**config.mk**
```make
export PLATFORM = sky130hd
export DESIGN_NAME = lcd_writer
export DESIGN_NICKNAME = d
export VERILOG_FILES = /design/src/rtl/lcd_writer.sv
export SDC_FILE = /design/constraint.sdc
export NUM_CORES = 1
export LEC_CHECK = 0
export ABC_AREA = 1
export BUFFER_PORTS_ARGS = -buffer_cell sky130_fd_sc_hd__buf_2
export CORE_MARGIN = 10
export CORE_UTILIZATION = 45
export CTS_CLUSTER_SIZE = 30
export DETAILED_ROUTE_END_ITERATION = 10
export GPL_TIMING_DRIVEN = 0
export PLACE_DENSITY = 0.69
export SLEW_MARGIN = 10
export SYNTH_ARGS = -nofsm -noshare
export SYNTH_HDL_FRONTEND = slang
export SYNTH_SLANG_ARGS = --single-unit
```
**constraint.sdc**
```tcl
create_clock -name clk_i -period 4.1 [get_ports clk_i]
set_input_delay 0.41 -clock clk_i [delete_from_list [all_inputs] [get_ports clk_i]]
set_output_delay 0.41 -clock clk_i [all_outputs]
set_load 0.005 [all_outputs]
```
**src/rtl/lcd_writer.sv**
```systemverilog
// HD44780-style LCD write engine: accepts one byte + RS per handshake and generates setup/EN/hold/exec timing.
// Optional LCD_WRITER_LONG_CMD_EN: clear/home commands (RS=0, DATA 0x01..0x03) use LONG_EXEC_CYC in EXEC.
module lcd_writer #(
    parameter int unsigned SETUP_CYC     = 4,
    parameter int unsigned PULSE_CYC     = 25,
    parameter int unsigned HOLD_CYC      = 4,
    parameter int unsigned EXEC_CYC      = 2000,
    parameter int unsigned LONG_EXEC_CYC = 80000
) (
    input  logic        clk_i,
    input  logic        rst_ni,
    input  logic        req_valid_i,
    output logic        req_ready_o,
    input  logic        req_rs_i,
    input  logic [7:0]  req_data_i,
    input  logic        lcd_on_i,
    output logic [31:0] io_lcd_o,
    output logic        done_o
);

    localparam int unsigned MAX_SP  = (SETUP_CYC > PULSE_CYC) ? SETUP_CYC : PULSE_CYC;
    localparam int unsigned MAX_SPH = (MAX_SP > HOLD_CYC) ? MAX_SP : HOLD_CYC;
`ifdef LCD_WRITER_LONG_CMD_EN
    localparam int unsigned MAX_E   = (EXEC_CYC > LONG_EXEC_CYC) ? EXEC_CYC : LONG_EXEC_CYC;
`else
    localparam int unsigned MAX_E   = EXEC_CYC;
`endif
    localparam int unsigned MAXC    = (MAX_SPH > MAX_E) ? MAX_SPH : MAX_E;
    localparam int unsigned CW      = $clog2(MAXC + 1);

    typedef enum logic [2:0] {IDLE, SETUP, PULSE, HOLD, EXEC} state_e;

    state_e        state_q, state_d;
    logic [CW-1:0] cnt_q, cnt_d;
    logic          rs_q, rs_d;
    logic [7:0]    data_q, data_d;
    logic          en_q, en_d;
    logic          done_q, done_d;
    logic          on_q;
    logic [CW-1:0] exec_load;

`ifdef LCD_WRITER_LONG_CMD_EN
    logic long_q, long_d;

    always_ff @(posedge clk_i or negedge rst_ni) begin
        if (!rst_ni) long_q <= 1'b0;
        else         long_q <= long_d;
    end

    always_comb begin
        long_d = long_q;
        if (state_q == IDLE && req_valid_i)
            long_d = !req_rs_i && (req_data_i inside {8'h01, 8'h02, 8'h03});
    end

    assign exec_load = long_q ? CW'(LONG_EXEC_CYC - 1) : CW'(EXEC_CYC - 1);
`else
    assign exec_load = CW'(EXEC_CYC - 1);
`endif

    always_ff @(posedge clk_i or negedge rst_ni) begin
        if (!rst_ni) begin
            state_q <= IDLE;
            cnt_q   <= '0;
            rs_q    <= 1'b0;
            data_q  <= 8'h00;
            en_q    <= 1'b0;
            done_q  <= 1'b0;
            on_q    <= 1'b0;
        end else begin
            state_q <= state_d;
            cnt_q   <= cnt_d;
            rs_q    <= rs_d;
            data_q  <= data_d;
            en_q    <= en_d;
            done_q  <= done_d;
            on_q    <= lcd_on_i;
        end
    end

    // Each timed state loads cnt with (length-1) on entry and leaves when it reaches zero.
    always_comb begin
        state_d = state_q;
        cnt_d   = cnt_q;
        rs_d    = rs_q;
        data_d  = data_q;
        case (state_q)
            IDLE: if (req_valid_i) begin
                rs_d    = req_rs_i;
                data_d  = req_data_i;
                state_d = SETUP;
                cnt_d   = CW'(SETUP_CYC - 1);
            end
            SETUP: if (cnt_q == '0) begin
                state_d = PULSE;
                cnt_d   = CW'(PULSE_CYC - 1);
            end else cnt_d = cnt_q - CW'(1);
            PULSE: if (cnt_q == '0) begin
                state_d = HOLD;
                cnt_d   = CW'(HOLD_CYC - 1);
            end else cnt_d = cnt_q - CW'(1);
            HOLD: if (cnt_q == '0) begin
                state_d = EXEC;
                cnt_d   = exec_load;
            end else cnt_d = cnt_q - CW'(1);
            EXEC: if (cnt_q == '0) state_d = IDLE;
                  else cnt_d = cnt_q - CW'(1);
            default: state_d = IDLE;
        endcase
        // EN and done are registered from next-state so the pins never glitch on decode.
        en_d   = (state_d == PULSE);
        done_d = (state_d == EXEC) && (cnt_d == '0);
    end

    assign req_ready_o = (state_q == IDLE);
    assign done_o      = done_q;
    assign io_lcd_o    = {on_q, 20'b0, en_q, rs_q, 1'b0, data_q};

endmodule
```
**Word level (Yosys, flattened, before mapping)**

Index checks and enable logic that the tools add are counted.

- $add $sub $neg: 1
- Eq/ne operators: 6
- Multiplexer cells: 12
- Reduce and logical (&&, ||, !) cells: 5

Operators by type and width:

| kind | count |
|---|---|
| 11-bit two-way mux | 5 |
| 11-bit case mux with 5 select lines | 1 |
| 11-bit logical NOT | 2 |
| 3-bit two-way mux | 5 |
| 3-bit case mux with 5 select lines | 1 |
| 11-bit by 1-bit subtractor with 11-bit output, second input constant | 1 |
| 3-bit by 2-bit equality test with 1-bit output, second input constant | 3 |
| 3-bit equality test, second input constant | 2 |
| 3-bit by 1-bit equality test with 1-bit output, second input constant | 1 |
| 3-bit logical NOT | 1 |
| 2-bit AND reduction | 1 |
| 1-bit logical AND | 1 |

- Bits in registers: 26
- Output and inout bits: 34
- Logic and storage cells: 31

**Longest topological paths before layout**

- Word-level depth: 5
- Depth in mapped cells: 13

**Least setup slack after synthesis**

OpenSTA, ideal clock, no wires.

- Path type: flip-flop to flip-flop
- Start point: reg cnt_q[0]
- End point: reg done_q (netlist: done_o)
- Library setup time: 0.071 ns
- Arrival: 1.875 ns
- Slack: 2.154 ns
- Stages on the path, launching flop included: 14
- Path buffers: 0
- Clock period less this slack: 1.946 ns
- Path through: dfrtp_1 > inv_1 > ha_1 > nand2_1 > nor2_2 > nand3_4 > ha_1 > nand3b_1 > nand3_1 > nor2_1 > nand4_1 > nor2_1 > nand3_1 > nor2_1

- Cells in the longest elaborated chain, start to end: 5
- Elaborated cells between the ends (all ways): 16
- Those cells by class: add/sub (1); eq/ne (1); mux (11); reduce/logical (3)

Ends and longest elaborated chain:

| what | line | RTL |
|---|---|---|
| start: declaration | 34 | `logic [CW-1:0] cnt_q, cnt_d;` |
| start signal: assignment | 72 | `cnt_q <= cnt_d;` |
| 11-bit by 1-bit subtractor with 11-bit output or 11-bit logical NOT (tied branches) | - |  |
| 11-bit two-way mux, or another cell as far along | 106 | `EXEC: if (cnt_q == '0) state_d = IDLE;` |
| 11-bit case mux with 5 select lines or 3-bit case mux with 5 select lines (tied branches) | 87 | `case (state_q)` |
| 11-bit logical NOT or 3-bit equality test (tied branches) | 112 | `done_d = (state_d == EXEC) && (cnt_d == '0);` |
| 1-bit logical AND (*) | 112 |  |
| via done_d | 38 | `logic done_q, done_d;` |
| end signal: assignment | 76 | `done_q <= done_d;` |
| end: declaration | 38 |  |

Mark *: on every way through the listed nets, which the timed path passes. The rest lies on a longest branch.
A chain may end at the register's enable or synchronous reset.

**Final worst setup path**

Ends and elaborated chain as after synthesis.

==> impl_metrics.tcl <==
set metrics [dict create \
    status "finished, final reports clean" \
    reg2reg_slack_ns 1.78 \
    end_kind "flop" \
    p_leak_nw 1.217 \
    dr.first_iter.drc_count 141 \
    fmax_ghz 0.4312 \
    grt_start_max_net_pins 27 \
    cts.clk_slew.worst_paths_ns 0.09 \
    die-height_um 84.04 \
    path_cells "inv_1 > ha_1 > nand2_1 > nor2_2 > nand3_4 > ha_1 > nand3b_1 > nand3_1 > nor2_1 > nand4_1 > nor2_1 > nand3_1 > nor2_1" \
    h-tree-depth 1 \
    pre_cts_slack_ns 1.796 \
    cts_setup_buffers 0 \
    critPathRequiredTime_ns 4.31 \
    design.die.area_um2 7063 \
    ys_ff_latch 26 \
    tritoncts "done" \
    drv_cap 0 \
    grt_overflow 0 \
    synth_cell_types 30 \
    antenna_cells 0 \
    cts_hold_buf 0 \
    grt_pass1_wl_um 7383 \
    period_share_pct 56.57 \
    yosys.area.top_type_share_pct 35.25 \
    hold_viol 0 \
    hold_ws_ns 0.1165 \
    start_util_pct 46.47 \
    clock_skew_ns 0.002090 \
    avgRoutedWirePerCell_um 12.31 \
    grt_pass1_vias 1589 \
    crit_path_top_delay_cell "dfrtp_1" \
    design.core.area_um2 3971 \
    p_per_area_nw_per_um2 232.3 \
    cp_slowest_stage_delay_ns 0.42 \
    io_buffers 25 \
    drive_gt1_share_pct 31.38 \
    hp-class "input port to async pin" \
    syn_inst 241 \
    ios 47 \
    synth_top_area_cell "dfrtp_1" \
    area_growth_pct 18.10 \
    synth_common_cells "50 x nand2_1, 31 x nor2_1, 26 x dfrtp_1" \
    yosys.area_share.simple_pct 31.66 \
    seq_area_um2 650.6 \
    synthXorXnorAreaFrac_pct 0 \
    tightestPinTransition_ns 0.5813 \
    route.antenna.remaining_nets 0 \
    slew_headroom_pct 61.25 \
    clock-sinks 26 \
    synth-edff-count 0 \
    crit_path_start_kind "flop" \
    cts_buffers 3 \
    arrival_ns 2.53 \
    yosysSeqAreaShare_pct 35.25 \
    min_period_ns 2.319 \
    syn_avg_cell_area_um2 7.658 \
    num_rows 23 \
    vias 1560 \
    synth_top_family_by_area "simple AND/OR/NAND/NOR gates" \
    synth_mux_area_share_pct 5.492 \
    finalSetupViolCount 0 \
    synth_adder_area_share_pct 2.712 \
    total_power_uw 506.2 \
    via_per_inst 4.588 \
    synth_ff_type "dfrtp_1" \
    post-route-worst-setup-slack_ns 1.781 \
    crit_path_frequent_cell "nor2_1" \
    dp_hpwl_um 3356 \
    first_pass_iters 4 \
    synth-async-reset-ratio_pct 100.0 \
    clk_path_buf_depth 2 \
    critical_path_class "flop to flop" \
    place_congestion 0.8906 \
    ys.warnings.count 0 \
    critical_path.max_fanout 8 \
    yosys-top-cells-area "dfrtp_1 35%, nand2_1 10%, buf_4 9.8%" \
    die_w_um 84.04 \
    cts-resized-gates 0 \
    insertion_delay_ns 0.28 \
    drc_errors 0 \
    multiInputGateArea_um2 944.7 \
    totalWireLength_um 4184 \
    track_usage_pct 12.39 \
    synth_compound_area_share_pct 7.051 \
    ir_drop_mv 0.2322 \
    syn-cell-area_um2 1846 \
    cts_root_buf "clkbuf_8" \
    layout.nets 308 \
    synth.most_common_cell "nand2_1" \
    antenna_found_initial 0 \
    nFillCells 373 \
    rsz0062_at_grt "no" \
    finalSetupTns_ns 0 \
    slew_viol_final 0 \
]
==> per-stage QoR <==
step	std cells	util, %	area [µm²]
5_1_grt	340	54.88	2180
4_1_cts	340	54.88	2180
3_5_place_dp	336	53.09	2108
2_1_floorplan	261	-	1921
6_report	340	54.88	2180
3_3_place_gp	336	53.09	2108
==> critical path, delay by kind of cell (launching register included) <==
family	cells	cell delay [ns]
buffers and inverters	1	0.17
adder cells (fa/ha/maj)	2	0.51
AND/OR/NAND/NOR	10	1.14
flip-flops	1	0.42
==> routing by layer <==
metal | global-route usage [%] | part of all wire (%) | wire, µm
met5 | 0 | 0 | 0
met4 | 3.957 | 1.3 | 56
met3 | 4.688 | 9.5 | 397
met2 | 20.06 | 46 | 1937
met1 | 14.64 | 43 | 1792
==> final timing paths <==
path | endpoint | depth (start not counted) | start
worst max-delay path | done_o$_DFF_PN0_ | 13 | cnt_q[0]$_DFF_PN0_
worst min-delay path | cnt_q[8]$_DFF_PN0_ | 1 | rst_ni
worst max register to register | done_o$_DFF_PN0_ | 13 | cnt_q[0]$_DFF_PN0_
worst min register to register | data_q[7]$_DFFE_PN0P_ | 1 | data_q[7]$_DFFE_PN0P_
max in group asynchronous | cnt_q[7]$_DFF_PN0_ | 1 | rst_ni
min in group clk_i | on_q$_DFF_PN0_ | 1 | lcd_on_i
==> logic make-up (layout without fill, tap and decap cells) <==
| kind of cell | count (synthesis) | in the layout |
|---|---|---|
| multiplexers | 9 | 9 |
| buffers and inverters | 58 | 87 |
| other | 1 | 21 |
| flip-flops | 26 | 26 |
| adder cells (fa/ha/maj) | 4 | 4 |
| AO/OA/AOI/OAI | 22 | 22 |
| AND/OR/NAND/NOR | 121 | 121 |
==> cells in the final DEF (no fill, tap or decap), drive strengths merged, types with 2 or more instances in the layout <==
cell type and n:
a21oi 7, buf 51, clkbuf 3, clkinv 2, conb 21, dfrtp 26, ha 4, inv 30
mux2 9, nand2 57, nand3 21, nand4 4, nor2 36, o21ai 13
==> flip-flops by register name, indices dropped and copies added, names as in the netlist <==
signal   cells
cnt_q       11
data_q       8
state_q      3
done_o       1
en_q         1
on_q         1
rs_q         1
==> cell type report <==
type	instances	share of cell area, %
Clock inverter	1	1.378
Clock buffer	3	1.894
Timing Repair Buffer	25	5.741
Buffer	26	9.300
Sequential cell	26	29.85
Inverter	32	5.626
Multi-Input combinational cell	177	43.34
Tap cell	50	2.870
==> where the power goes <==
part	internal, mW	switching (mW)
combinational	0.0175	0.0145
clock	0.131	0.0865
sequential	0.257	0.000104
total	0.405	0.101
No activity file was read; power rests on OpenSTA's default activity.
